File: config.mk
export PLATFORM = sky130hd
export DESIGN_NAME = reaction_timer
export DESIGN_NICKNAME = d
export VERILOG_FILES = /design/src/rtl/reaction_timer.sv
export SDC_FILE = /design/constraint.sdc
export NUM_CORES = 1
export LEC_CHECK = 0
export CAP_MARGIN = 15
export CELL_PAD_IN_SITES_DETAIL_PLACEMENT = 0
export CELL_PAD_IN_SITES_GLOBAL_PLACEMENT = 1
export CORE_AREA = 2 2 93 95
export CTS_CLUSTER_DIAMETER = 60
export DETAILED_ROUTE_END_ITERATION = 7
export DIE_AREA = 0 0 95 97
export DONT_BUFFER_PORTS = 1
export GPL_TIMING_DRIVEN = 0
export PLACE_DENSITY_LB_ADDON = 0.1
export SYNTH_ARGS = -nofsm -noshare
export SYNTH_HDL_FRONTEND = slang
export SYNTH_SLANG_ARGS = --single-unit
File: constraint.sdc
create_clock -name clk -period 4 [get_ports clk]
set_input_delay 0.4 -clock clk [delete_from_list [all_inputs] [get_ports clk]]
set_output_delay 0.4 -clock clk [all_outputs]
set_load 0.005 [all_outputs]
File: src/rtl/reaction_timer.sv
// Reaction-time trial: random wait, stimulus LED, millisecond count to button press.
// Optional DEBOUNCE_EN adds a tick-based debounce filter after the button synchronizer.
module reaction_timer #(
    parameter int TICKS_PER_MS     = 50000,
    parameter int DELAY_MIN_MS     = 1000,
    parameter int DELAY_RANGE_BITS = 10,
    parameter int DEBOUNCE_MS      = 5
) (
    input  logic        clk,
    input  logic        rst,
    input  logic        Start,
    input  logic        Button,
    output logic        Led,
    output logic [14:0] Time,
    output logic        Valid,
    output logic        Foul,
    output logic        Busy
);

    localparam int PW = (TICKS_PER_MS > 1) ? $clog2(TICKS_PER_MS) : 1;
    localparam int DW = $clog2(DELAY_MIN_MS + (1 << DELAY_RANGE_BITS) + 1);

    typedef enum logic [2:0] {
        S_IDLE,
        S_WAIT,
        S_ARMED,
        S_DONE,
        S_FOUL
    } state_t;

    state_t         state_q, state_d;
    logic [PW-1:0]  pre_q;
    logic           tick;
    logic [15:0]    lfsr_q;
    logic           lfsr_fb;
    logic           sync1_q, sync2_q;
    logic           lvl, lvl_prev_q, press_q;
    logic [DW-1:0]  delay_q, delay_d;
    logic [DW-1:0]  rand_ms;
    logic [14:0]    ms_q, ms_d;
    logic [14:0]    time_q, time_d;
    logic           foul_q, foul_d;
    logic           valid_q, valid_d;
    logic           start_acc;

    assign tick    = (pre_q == PW'(TICKS_PER_MS - 1));
    assign lfsr_fb = lfsr_q[15] ^ lfsr_q[13] ^ lfsr_q[12] ^ lfsr_q[10];

    generate
        if (DELAY_RANGE_BITS > 0) begin : g_rand
            assign rand_ms = DW'(lfsr_q[DELAY_RANGE_BITS-1:0]);
        end else begin : g_fixed
            assign rand_ms = '0;
        end
    endgenerate

    always_ff @(posedge clk) begin
        if (rst) begin
            lfsr_q     <= 16'hACE1;
            sync1_q    <= 1'b0;
            sync2_q    <= 1'b0;
            lvl_prev_q <= 1'b0;
            press_q    <= 1'b0;
        end else begin
            lfsr_q     <= {lfsr_q[14:0], lfsr_fb};
            sync1_q    <= Button;
            sync2_q    <= sync1_q;
            lvl_prev_q <= lvl;
            press_q    <= lvl & ~lvl_prev_q;
        end
    end

`ifdef DEBOUNCE_EN
    localparam int DBW = $clog2(DEBOUNCE_MS + 1);
    logic           filt_q;
    logic [DBW-1:0] db_cnt_q;

    // Filtered level flips on the DEBOUNCE_MS-th consecutive tick of disagreement.
    always_ff @(posedge clk) begin
        if (rst) begin
            filt_q   <= 1'b0;
            db_cnt_q <= '0;
        end else if (sync2_q == filt_q) begin
            db_cnt_q <= '0;
        end else if (tick) begin
            if (db_cnt_q == DBW'(DEBOUNCE_MS - 1)) begin
                filt_q   <= sync2_q;
                db_cnt_q <= '0;
            end else begin
                db_cnt_q <= db_cnt_q + DBW'(1);
            end
        end
    end

    assign lvl = filt_q;
`else
    assign lvl = sync2_q;
`endif

    always_ff @(posedge clk) begin
        if (rst) begin
            pre_q <= '0;
        end else if (start_acc || tick) begin
            pre_q <= '0;
        end else begin
            pre_q <= pre_q + PW'(1);
        end
    end

    always_comb begin
        state_d   = state_q;
        delay_d   = delay_q;
        ms_d      = ms_q;
        time_d    = time_q;
        foul_d    = foul_q;
        valid_d   = 1'b0;
        start_acc = 1'b0;
        case (state_q)
            S_IDLE, S_DONE, S_FOUL: begin
                if (Start) begin
                    state_d   = S_WAIT;
                    delay_d   = DW'(DELAY_MIN_MS) + rand_ms;
                    ms_d      = '0;
                    foul_d    = 1'b0;
                    start_acc = 1'b1;
                end
            end
            S_WAIT: begin
                if (press_q) begin
                    state_d = S_FOUL;
                    foul_d  = 1'b1;
                    time_d  = '0;
                    valid_d = 1'b1;
                end else if (tick) begin
                    delay_d = delay_q - DW'(1);
                    if (delay_q == DW'(1)) begin
                        state_d = S_ARMED;
                    end
                end
            end
            S_ARMED: begin
                if (press_q) begin
                    state_d = S_DONE;
                    time_d  = ms_q;
                    valid_d = 1'b1;
                end else if (tick) begin
                    ms_d = ms_q + 15'd1;
                    // Saturate at 7FFF rather than wrap.
                    if (ms_q == 15'h7FFE) begin
                        state_d = S_DONE;
                        time_d  = 15'h7FFF;
                        valid_d = 1'b1;
                    end
                end
            end
            default: begin
                state_d = S_IDLE;
            end
        endcase
    end

    always_ff @(posedge clk) begin
        if (rst) begin
            state_q <= S_IDLE;
            delay_q <= '0;
            ms_q    <= '0;
            time_q  <= '0;
            foul_q  <= 1'b0;
            valid_q <= 1'b0;
        end else begin
            state_q <= state_d;
            delay_q <= delay_d;
            ms_q    <= ms_d;
            time_q  <= time_d;
            foul_q  <= foul_d;
            valid_q <= valid_d;
        end
    end

    assign Led   = (state_q == S_ARMED);
    assign Busy  = (state_q == S_WAIT) || (state_q == S_ARMED);
    assign Time  = time_q;
    assign Foul  = foul_q;
    assign Valid = valid_q;

endmodule

### Word level (Yosys, flattened, before mapping)

Cells that the tools add are included.

| word-level totals | value |
|---|---|
| register bits | 82 |
| input port bits | 4 |
| output and inout bits | 19 |
| word-level logic and storage cells | 82 |

| cells by class | value |
|---|---|
| add/subtract/negate cells | 4 |
| eq/ne operators | 17 |
| mux-type cells | 31 |
| bitwise operators | 5 |
| reductions and logical operators | 13 |

Operators with widths:

| operator | number |
|---|---|
| $mux 15 | 7 |
| $pmux 15 s2 | 2 |
| $mux 11 | 3 |
| $pmux 11 s2 | 1 |
| $mux 3 | 7 |
| $add 16x1->16 const B | 1 |
| $eq 16x16->1 const B | 1 |
| $add 15x1->15 const B | 1 |
| $eq 15x15->1 const B | 1 |
| $reduce_and 4->1 | 3 |
| $add 10x10->11 const A | 1 |
| $eq 11x1->1 const B | 1 |
| $sub 11x1->11 const B | 1 |
| $ne 2x2->1 const B | 5 |
| $pmux 3 s3 | 1 |
| $mux 1 | 8 |
| $eq 3x2->1 const B | 2 |
| $ne 3x1->1 const B | 2 |
| $ne 3x3->1 const B | 2 |
| $reduce_bool 2->1 | 3 |
| $reduce_and 5->1 | 1 |
| $pmux 1 s2 | 2 |
| $eq 3x1->1 const B | 1 |
| $eq 3x3->1 const B | 1 |
| other kinds (9) | 12 |

### Logic depth before layout (Yosys ltp)

| logic depth | value |
|---|---|
| depth in word-level cells | 5 |
| gate-level depth with buffers | 8 |
| mapped depth without buffers | 6 |

### Least setup slack after synthesis

No wires, ideal clock.

| path | value |
|---|---|
| path type | register to register |
| start | register state_q[2] |
| end | register time_q[10], in the netlist Time[10] |
| setup time | 0.070 ns |
| arrival | 1.931 ns |
| data required time | 3.930 ns |
| path slack | 1.999 ns |
| cell stages (with the launch flop) | 8 |
| buffers on the path | 4 |
| clock period less this slack | 2.001 ns |
| path through | dfxtp_1 > buf_6 > or4b_1 > buf_6 > or4_4 > buf_6 > buf_8 > a21oi_1 |

| on the way | value |
|---|---|
| longest elaborated chain between the ends | 3 |
| elaborated cells between the ends (all ways) | 8 |
| those cells by class | 5 x eq/ne; 1 x mux; 2 x reduce/logical |

RTL lines:

| item | RTL line | source |
|---|---|---|
| start: declaration | 31 | `state_t state_q, state_d;` |
| start signal: assignment | 171 | `state_q <= state_d;` |
| $eq 3x2->1 / $eq 3x1->1 (equally long branches) | 118 | `case (state_q)` |
| $ne 3x1->1 (no line) (tied with other cells) | n/a |  |
| $reduce_and 4->1 (no line) | n/a |  |
| end signal: assignment | 174 | `time_q <= time_d;` |
| end: declaration | 41 | `logic [14:0] time_q, time_d;` |

Parallel ways exist; a longest one is shown, timed or not.
A chain may end at the register's enable or synchronous reset.

### Worst setup path in the final report

| path | value |
|---|---|
| start | register state_q[0] |
| end | register time_q[11], in the netlist Time[11] |

Same word-level chain as after synthesis.

==> flow_summary_export.csv <==
group,metric,value,unit
status,outcome,"completed",
global_route,grt_antenna_before_repair,0,
logic_synthesis,synthArstFlopShare,0,%
clock_network,clock-sinks,82,
cells_and_area,regArea,1642,µm²
floorplanning,ios,23,
floorplanning,core_area,8134,µm²
global_route,grt_max_degree,15,
worst_setup_path,worstPathArrival,2780,ps
timing,hold_viol,0,
drt,vias_per_cell,5.556,
timing,period_needed,2550,ps
clock_network,path_clk_slew,90,ps
drt,drt_iter0_markers,85,
cells_and_area,multi_input_area,1827,µm²
power,cellPowerDensity,491.9,nW/µm²
timing,rsz0062_at_grt,"false",
global_route,grtUsageTotal,19.38,%
cells_and_area,nFillCells,798,
global_route,grt_pass1_wl,14.12,mm
timing,min_period_over_period,63.74,%
logic_synthesis,synth_cell_types,53,
clock_network,cts_setup_buffers,0,
drt,ant_nets,0,
clock_network,cts_buffers,9,
clock_network,clockRootBuffer,"clkbuf_8",
worst_setup_path,worstPathRequired,4230,ps
min_path,hold_path.class,"in -> reg",
timing,setup_viol,0,
logic_synthesis,syn_area,3635,µm²
placed_design,gp_congestion,0.8006,
clock_network,h-tree-depth,3,
power,net-switching-power,0.6303,mW
floorplanning,start_util,44.69,%
timing,worstMarginPinSlew,799.6,ps
logic_synthesis,syn-num-nets,430,
drt,via_count,3006,
floorplanning,die-area,9215,µm²
timing,fin_tns_setup,0,ps
timing,skew,12.27,ps
placed_design,placed_cells,525,
worst_setup_path,slowest_stage,"nor3b_1",
worst_setup_path,rrSetupSlack,1450,ps
worst_setup_path,worst_path_largest_cell_delay,710,ps
clock_network,cts_resized,0,
logic_synthesis,synth.ff_latch_count,82,
power,seqPwrFrac,46.3,%
global_route,grt_pass1_vias,2939,
timing,drv_slew,0,
drt,wirelength,8.262,mm
logic_synthesis,synth_edf_count,0,
timing,max_freq,392.2,MHz
clock_network,clk_latency,360,ps
power,ir_drop,0.0002052,V
flow_run,drv_cap,0,
placed_design,portBuffers,0,
placed_design,dp_hpwl,5.859,mm
drt,drc_errors,0,
power,power_frac_comb,22.0,%
power,swShare,32.28,%
logic_synthesis,synthFlopType,"dfxtp_1",
worst_setup_path,cpMostUsedCell,"clkbuf_1",
logic_synthesis,netlist_instances,420,
power,leakage,1.344,nW
cells_and_area,mostFrequentLayoutCells,"dfxtp_1, nor2_1, a21oi_1, nand2_1, o21ai_0",
clock_network,cts_buffer_depth,2,
logic_synthesis,yosysSeqAreaShare,45.16,%
cells_and_area,diodes,0,
worst_setup_path,path_max_fanout,10,
clock_network,cts.hold.buffers_added,0,
cells_and_area,drive_gt1_share,8.486,%
logic_synthesis,synth_warnings,0,
cells_and_area,mostFrequentLayoutCell,"dfxtp_1",
floorplanning,dieHeight,97,µm
floorplanning,fp-row-count,33,
worst_setup_path,endpoint_kind,"flip-flop",
clock_network,cts_tree,"yes",
floorplanning,die_w,95,µm
global_route,grt-ovfl-total,0,
timing,max-slew-margin-rel,46.58,%
logic_synthesis,syn_area_per_cell,8.654,µm²
worst_setup_path,path_class,"reg -> reg",
worst_setup_path,cp-start-kind,"flip-flop",
power,p_clk_share,31.7,%
cells_and_area,area_growth,9.191,%
cells_and_area,instances_no_fill,541,
power,internal_power,1.322,mW
drt,first_pass_iters,4,
worst_setup_path,path_cells,"clkbuf_1, nor3b_1, nor2_1, inv_1, nand2_1, clkbuf_1, a22oi_1, a21oi_1",
cells_and_area,nets,441,
drt,post_drt_wl_per_cell,15.27,µm
flip-flops by register name, summed over array words and instances, names as in the netlist, 3 cells and up:
register	count
lfsr_q	16
pre_q	16
Time	15
ms_q	15
delay_q	11
state_q	3
worst max-delay path, delay by kind of cell, from the launching register on:
| family | cells | cell delay, ps |
|---|---|---|
| AO/OA/AOI/OAI | 2 | 290 |
| flip-flops | 1 | 380 |
| buffers and inverters | 3 | 760 |
| AND/OR/NAND/NOR | 3 | 1010 |
synthesized netlist by cell type (2+ instances only):
| master | instances | area [µm²] |
|---|---|---|
| a211oi_1 | 3 | 22.52 |
| a21oi_1 | 41 | 205.2 |
| a22oi_1 | 18 | 135.1 |
| a31oi_1 | 6 | 37.54 |
| and2_1 | 2 | 12.51 |
| and3_1 | 7 | 43.79 |
| buf_6 | 3 | 33.78 |
| clkbuf_1 | 21 | 78.83 |
| dfxtp_1 | 82 | 1642 |
| ha_1 | 6 | 75.07 |
| inv_1 | 9 | 33.78 |
| nand2_1 | 26 | 97.59 |
| nand2b_1 | 4 | 25.02 |
| nand3_1 | 14 | 70.07 |
| nand4_1 | 4 | 25.02 |
| nor2_1 | 45 | 168.9 |
| nor2b_1 | 12 | 75.07 |
| nor3_1 | 9 | 45.04 |
| nor3b_1 | 3 | 22.52 |
| nor4_1 | 3 | 18.77 |
| nor4b_1 | 3 | 26.28 |
| nor4bb_1 | 2 | 20.02 |
| o21a_1 | 3 | 22.52 |
| o21ai_0 | 23 | 115.1 |
| o31ai_1 | 4 | 30.03 |
| or2_2 | 8 | 50.05 |
| or3_1 | 5 | 31.28 |
| or3_2 | 2 | 15.01 |
| or4_1 | 3 | 22.52 |
| or4_4 | 2 | 22.52 |
| or4b_1 | 2 | 20.02 |
| xnor2_1 | 15 | 131.4 |
| xor2_1 | 10 | 87.58 |
power by group through the flow:
stage	combinational [mW]	sequential (mW)	clock, mW
floorplan	0.324	0.912	0
global placement	0.423	0.921	0
detailed placement	0.427	0.923	0
CTS	0.428	0.904	0.638
global route	0.482	0.911	0.675
finish	0.429	0.904	0.620
routing by layer:
metal | global-route usage (%) | vias to the layer above | part of all wire (%)
li1 | - | 1513 | -
met1 | 23.75 | 1423 | 45
met2 | 31.91 | 47 | 48
met3 | 3.972 | 23 | 3.1
met4 | 9.476 | 0 | 3.5
met5 | 0 | - | 0
path summary, 6_finish.rpt:
| kind | startpoint | endpoint | cells past startpoint |
|---|---|---|---|
| worst max-delay path | state_q[0] | Time[11] | 8 |
| worst min-delay path | Button | sync1_q | 1 |
| worst min register to register | lvl_prev_q | press_q | 1 |
| worst max register to register | state_q[0] | Time[11] | 8 |
logic make-up after synthesis:
| family | count (synthesis) | share of synthesized area, % |
|---|---|---|
| compound gates | 109 | 18.18 |
| buf+inv | 35 | 4.578 |
| xor+xnor | 25 | 6.024 |
| simple gates | 163 | 23.99 |
| fa+ha+maj | 6 | 2.065 |
| flops | 82 | 45.16 |
final cells by class:
cell class | instances | area share, %
flip-flops and latches | 82 | 41.36
multi-input cells | 303 | 46.03
clock buffers | 10 | 3.468
clock inverters | 6 | 1.639
plain buffers | 26 | 3.342
well taps | 105 | 3.310
inverters | 9 | 0.8512
stage by stage:
step	utilization (%)	hold slack [ps]	cell area [µm²]	power, mW	worst slack [ps]
3_5_place_dp	46.30	384.5	3766	1.350	1441
2_1_floorplan	-	367.4	3635	1.236	1999
3_3_place_gp	46.30	372.4	3766	1.344	1458
5_1_grt	48.79	173.0	3969	2.068	1155
4_1_cts	48.79	159.8	3969	1.971	1442
6_report	48.79	164.2	3969	1.952	1450
(Power assumes the default switching activity.)
